**src/rtl/pipeline_scoreboard.sv**
```systemverilog
// Register scoreboard: per-register in-flight write counts (all / long-latency) from issue to writeback.
// Optional stall-cycle statistics counter under `PIPELINE_SCOREBOARD_STATS_EN.
module pipeline_scoreboard #(
  parameter int NUM_REGS     = 32,
  parameter int REG_IDX_W    = 5,
  parameter int NUM_SRC      = 2,
  parameter int MAX_INFLIGHT = 4
) (
  input  logic                           clk,
  input  logic                           reset,
  input  logic                           issue_valid,
  output logic                           issue_ready,
  input  logic [REG_IDX_W-1:0]           issue_dst,
  input  logic                           issue_long,
  input  logic [NUM_SRC-1:0]             src_valid,
  input  logic [NUM_SRC*REG_IDX_W-1:0]   src_reg,
  output logic [NUM_SRC-1:0]             src_fwd,
  output logic                           stall,
  input  logic                           wb_valid,
  input  logic [REG_IDX_W-1:0]           wb_dst,
  input  logic                           wb_long,
  input  logic                           kill_valid,
  input  logic [REG_IDX_W-1:0]           kill_dst,
  input  logic                           kill_long,
  output logic [7:0]                     outstanding,
  output logic                           err,
  output logic [31:0]                    stall_cycles
);

  localparam int CNT_W = $clog2(MAX_INFLIGHT + 1);
  typedef logic [CNT_W-1:0] cnt_t;
  typedef logic [CNT_W+1:0] wide_t;

  cnt_t       cnt_q  [NUM_REGS];
  cnt_t       cnt_d  [NUM_REGS];
  cnt_t       lcnt_q [NUM_REGS];
  cnt_t       lcnt_d [NUM_REGS];
  logic [7:0] out_q, out_d;
  logic       err_q, err_d;

  function automatic logic tracked(input logic [REG_IDX_W-1:0] r);
    return (r != '0) && (int'(r) < NUM_REGS);
  endfunction

  logic issue_acc;

  always_comb begin
    issue_ready = 1'b1;
    if (tracked(issue_dst))
      issue_ready = (cnt_q[issue_dst] != cnt_t'(MAX_INFLIGHT));
  end

  assign issue_acc = issue_valid && issue_ready && tracked(issue_dst);

  logic [REG_IDX_W-1:0] rid;
  logic                 inc, linc;
  logic [1:0]           dec, ldec;
  wide_t                csum, lsum;
  cnt_t                 cnew, lnew;
  logic                 under;
  int                   delta;
  int                   tot;

  // Issue, writeback and kill on one register fold into a single net update.
  always_comb begin
    cnt_d  = cnt_q;
    lcnt_d = lcnt_q;
    rid    = '0;
    inc    = 1'b0;
    linc   = 1'b0;
    dec    = '0;
    ldec   = '0;
    csum   = '0;
    lsum   = '0;
    cnew   = '0;
    lnew   = '0;
    under  = 1'b0;
    delta  = 0;
    for (int r = 1; r < NUM_REGS; r++) begin
      rid  = REG_IDX_W'(r);
      inc  = issue_acc && (issue_dst == rid);
      linc = inc && issue_long;
      dec  = {1'b0, wb_valid && (wb_dst == rid)} + {1'b0, kill_valid && (kill_dst == rid)};
      ldec = {1'b0, wb_valid && wb_long && (wb_dst == rid)}
           + {1'b0, kill_valid && kill_long && (kill_dst == rid)};
      csum = {2'b00, cnt_q[r]}  + {{(CNT_W+1){1'b0}}, inc};
      lsum = {2'b00, lcnt_q[r]} + {{(CNT_W+1){1'b0}}, linc};
      if (csum < {{CNT_W{1'b0}}, dec}) begin
        cnew  = '0;
        under = 1'b1;
      end else begin
        cnew = cnt_t'(csum - {{CNT_W{1'b0}}, dec});
      end
      if (lsum < {{CNT_W{1'b0}}, ldec}) begin
        lnew  = '0;
        under = 1'b1;
      end else begin
        lnew = cnt_t'(lsum - {{CNT_W{1'b0}}, ldec});
      end
      // Keep lcnt <= cnt even if short retirements were mislabelled.
      if (lnew > cnew)
        lnew = cnew;
      cnt_d[r]  = cnew;
      lcnt_d[r] = lnew;
      delta     = delta + int'(cnew) - int'(cnt_q[r]);
    end
  end

  always_comb begin
    tot = int'(out_q) + delta;
    if (tot > 255)
      out_d = 8'd255;
    else if (tot < 0)
      out_d = 8'd0;
    else
      out_d = 8'(tot);
    err_d = err_q || under || (issue_valid && !issue_ready);
  end

  logic [REG_IDX_W-1:0] s;
  cnt_t                 sc, slc;
  logic                 byp;

  // Hazard flags look only at registered counts plus the writeback bypass.
  always_comb begin
    src_fwd = '0;
    stall   = 1'b0;
    s       = '0;
    sc      = '0;
    slc     = '0;
    byp     = 1'b0;
    for (int i = 0; i < NUM_SRC; i++) begin
      s = src_reg[i*REG_IDX_W +: REG_IDX_W];
      if (src_valid[i] && tracked(s)) begin
        sc         = cnt_q[s];
        slc        = lcnt_q[s];
        src_fwd[i] = (sc > slc);
        byp        = wb_valid && wb_long && (wb_dst == s) && (slc == cnt_t'(1));
        if ((slc != '0) && !byp)
          stall = 1'b1;
      end
    end
  end

  always_ff @(posedge clk) begin
    if (!reset) begin
      for (int r = 0; r < NUM_REGS; r++) begin
        cnt_q[r]  <= '0;
        lcnt_q[r] <= '0;
      end
      out_q <= '0;
      err_q <= 1'b0;
    end else begin
      for (int r = 0; r < NUM_REGS; r++) begin
        cnt_q[r]  <= cnt_d[r];
        lcnt_q[r] <= lcnt_d[r];
      end
      out_q <= out_d;
      err_q <= err_d;
    end
  end

  assign outstanding = out_q;
  assign err         = err_q;

`ifdef PIPELINE_SCOREBOARD_STATS_EN
  logic [31:0] stall_cnt_q, stall_cnt_d;

  assign stall_cnt_d = stall ? stall_cnt_q + 32'd1 : stall_cnt_q;

  always_ff @(posedge clk) begin
    if (!reset)
      stall_cnt_q <= '0;
    else
      stall_cnt_q <= stall_cnt_d;
  end

  assign stall_cycles = stall_cnt_q;
`else
  assign stall_cycles = '0;
`endif

endmodule

```
**config.mk**
```make
export PLATFORM = sky130hd
export DESIGN_NAME = pipeline_scoreboard
export DESIGN_NICKNAME = d
export VERILOG_FILES = /design/src/rtl/pipeline_scoreboard.sv
export SDC_FILE = /design/constraint.sdc
export NUM_CORES = 2
export LEC_CHECK = 0
export ABC_AREA = 1
export BUFFER_PORTS_ARGS = -buffer_cell sky130_fd_sc_hd__buf_2
export CAP_MARGIN = 20
export CORE_AREA = 4 4 257 259
export CTS_BUF_LIST = sky130_fd_sc_hd__clkbuf_16
export DETAILED_ROUTE_END_ITERATION = 16
export DIE_AREA = 0 0 261 263
export PLACE_DENSITY = 0.64
export SYNTH_ARGS = -nofsm -noshare
export SYNTH_HDL_FRONTEND = slang
export SYNTH_SLANG_ARGS = --single-unit
```
**constraint.sdc**
```tcl
create_clock -name clk -period 19.3 [get_ports clk]
set_input_delay 1.93 -clock clk [delete_from_list [all_inputs] [get_ports clk]]
set_output_delay 1.93 -clock clk [all_outputs]
set_load 0.01 [all_outputs]
```
==> reports/qor.csv <==
metric,value,unit
die width,261,microns
Post-CTS Resized,0,
pwr/cell area,131,nW/um^2
final WL,111000,microns
clock tree root buffer cell,clkbuf_16,
Net Sw Frac,53.1,%
FF+latch area,3900,sq um
outcome,completed,
Fill cells,6556,
P_sw,2.06,mW
antenna violations before repair,8,
layout cell share with drive strength beyond 1,4.35,%
gr ovfl total,0,
crit-path max FO,32,
routed len/inst,23.2,microns
multi-input gate area in the final layout,20600,sq um
cell count after synthesis,3953,
Final Hold Fails,0,
most frequent cells in the layout,"inv_1, nand2_1, nor2_1",
Critical Path AT,12.87,ns
"Req. time, crit path",19.71,ns
final setup vio count,0,
Hold Path Depth,4,
initial core utilization,44.4,%
DRC viols,0,
DP Wirelength,90700,microns
yosys warns,0,
minimum clock period,12.47,ns
htree depth,4,
"Period Utilization, post-route",64.6,%
CTS max path bufs,2,
post-synthesis sequential area ratio,13.8,%
Worst path slowest cell,a31oi_1,
RSZ-0062 raised after global routing,no,
port bufs,47,
Post CTS Setup Buffer Count,0,
Max Slew Vio Count,0,
Worst setup SP type,input pin,
Cell Rows,93,
Tightest Hold Check Type,flip-flop to flip-flop,
Area after DPL,29100,sq um
"Area growth, synth to finish",4.77,%
Slew HR,21.8,%
"Non-Filler Cell Area, Final",29700,sq um
CTS buffer count,17,
R2R depth,45,
final clock skew,0.0287,ns
Clk pwr share,10.3,%
Syn Area/Cell,7.18,sq um
Die Area,68600,sq um
DR vias,26800,
P_int,1.82,mW
Peak Freq,0.0802,GHz
LEAKAGE,15.3,nW
"most common cell after layout, fill and taps aside",inv_1,
1st-iter DRT viols,3347,
worst skew pair latency,0.53,ns
clock sinks,195,
core box area,63900,sq um
Post-Syn Area,28400,sq um
"flops & latches, synth",195,
TritonRoute pass-1 iters,7,
Routed Antenna Nets,0,
clock tree from TritonCTS,yes,
post-route setup TNS,0,ns
Seq pwr share,15.4,%
largest net degree at the start of global routing,78,
routability cong.,1.15,
vias in the first global route,24800,
first-pass GRT wire length,162000,microns
Final #Nets,4606,
share of total power in combinational logic,74.3,%
largest stage delay on the critical path,0.62,ns
GR Util All Layers,32.1,%
Worst-Margin Slew,1.17,ns
CP endpoint kind,flip-flop,
Die H,263,microns
# IOs,80,
Peak supply drop,0.000487,V
drt via density,5.60,
CTS Hold Bufs,0,
max cap viols,0,
clock transition at the registers of the reported paths,0.08,ns
Netlist cell types,51,
kind of critical path,input pin to flip-flop,
## cells in the mapped netlist, drive strengths merged
cell type  instances  share of area (%)
inv              818                 11
nand2            517                6.9
nor2             489                6.6
ha               391                 17
nand3            318                5.7
fa               263                 19
o21ai            242                4.3
a21oi            197                3.5
dfxtp            195                 14
buf              100                2.3
nor3              73                1.3
clkbuf            59               0.82
xnor2             39                1.2
o211ai            35               0.93
nand4             34                1.4
nand3b            31               0.82
a22oi             27               0.71
a31oi             24               0.53
a32oi             18               0.56
o22ai             16               0.35
a211oi            13               0.34
xor2              11               0.34
o21bai             8               0.21
o31ai              8               0.21
or2                8               0.18
and2               5               0.11
clkinv             5              0.084
a311oi             2              0.062
a32o               2              0.071
conb               2              0.026
a22o               1              0.031
mux2i              1              0.035
nor4               1              0.022
## power groups by stage
stage	combinational (mW)	sequential (mW)	clock (mW)
after floorplan	2.26	0.557	0
after global placement	2.85	0.603	0
after detailed placement	2.87	0.603	0
after CTS	2.90	0.594	0.409
after global routing	3.39	0.606	0.419
final	2.89	0.597	0.401
## sequential cells by signal, summed over array words and instances, names as in the netlist
register,flops
outstanding,8
err,1
lcnt_q,93
cnt_q,93
## worst max-delay path, delay by kind of cell
kind / cells / cell delay, ns
buffers and inverters: 11 / 1.57
AND/OR/NAND/NOR: 14 / 2.03
AO/OA/AOI/OAI: 5 / 1.41
adder cells (fa/ha/maj): 15 / 5.89
## layer usage
layer | wire (microns) | part of all wire, % | track usage, %
met1 | 45400 | 41 | 43.1
met3 | 12500 | 11 | 8.70
met2 | 46500 | 42 | 47.5
met4 | 6740 | 6.1 | 16.0
met5 | 13 | 0.012 | 0
## area by class of cell
type / instances / area share, %
Antenna cell: 3 / 0.0252
Clock buffer: 17 / 1.43
Clock inverter: 15 / 0.631
Inverter: 823 / 10.4
Multi-Input combinational cell: 2808 / 69.3
Sequential cell: 195 / 13.1
Tap cell: 855 / 3.60
Timing Repair Buffer: 72 / 1.44
## cell families after synthesis
kind of cell	after synthesis	synth area share, %
AOI/OAI and AO/OA	593	11.8
xor gates and xnor gates	50	1.54
adders and majority gates	654	35.8
buffers and inverters	982	14.0
DFF	195	13.8
muxes	1	0.0353
other	2	0.0265
and+or+nand+nor	1476	23.0
## metrics by stage
stage / setup WS (ns) / power (mW) / utilization (%) / cells / hold WS [ns]
detailed placement: 6.36 / 3.47 / 45.6 / 4752 / 0.705
CTS: 6.92 / 3.90 / 46.5 / 4784 / 0.726
global placement: 6.63 / 3.45 / 45.6 / 4752 / 0.710
floorplan: 8.14 / 2.82 / - / 3985 / 0.633
finish: 6.83 / 3.89 / 46.5 / 4788 / 0.722
global route: 6.22 / 4.42 / 46.5 / 4785 / 0.793
## worst paths after layout
path	to	slack, ns	startpoint
worst min-delay path	cnt_q[75]$_SDFF_PN0_	0.72	cnt_q[76]$_SDFF_PN0_
worst min register to register	cnt_q[75]$_SDFF_PN0_	0.72	cnt_q[76]$_SDFF_PN0_
worst max register to register	outstanding[3]$_SDFF_PN0_	7.81	cnt_q[23]$_SDFF_PN0_
worst max-delay path	outstanding[3]$_SDFF_PN0_	6.83	issue_dst[4]
No activity file was read; power rests on OpenSTA's default activity.
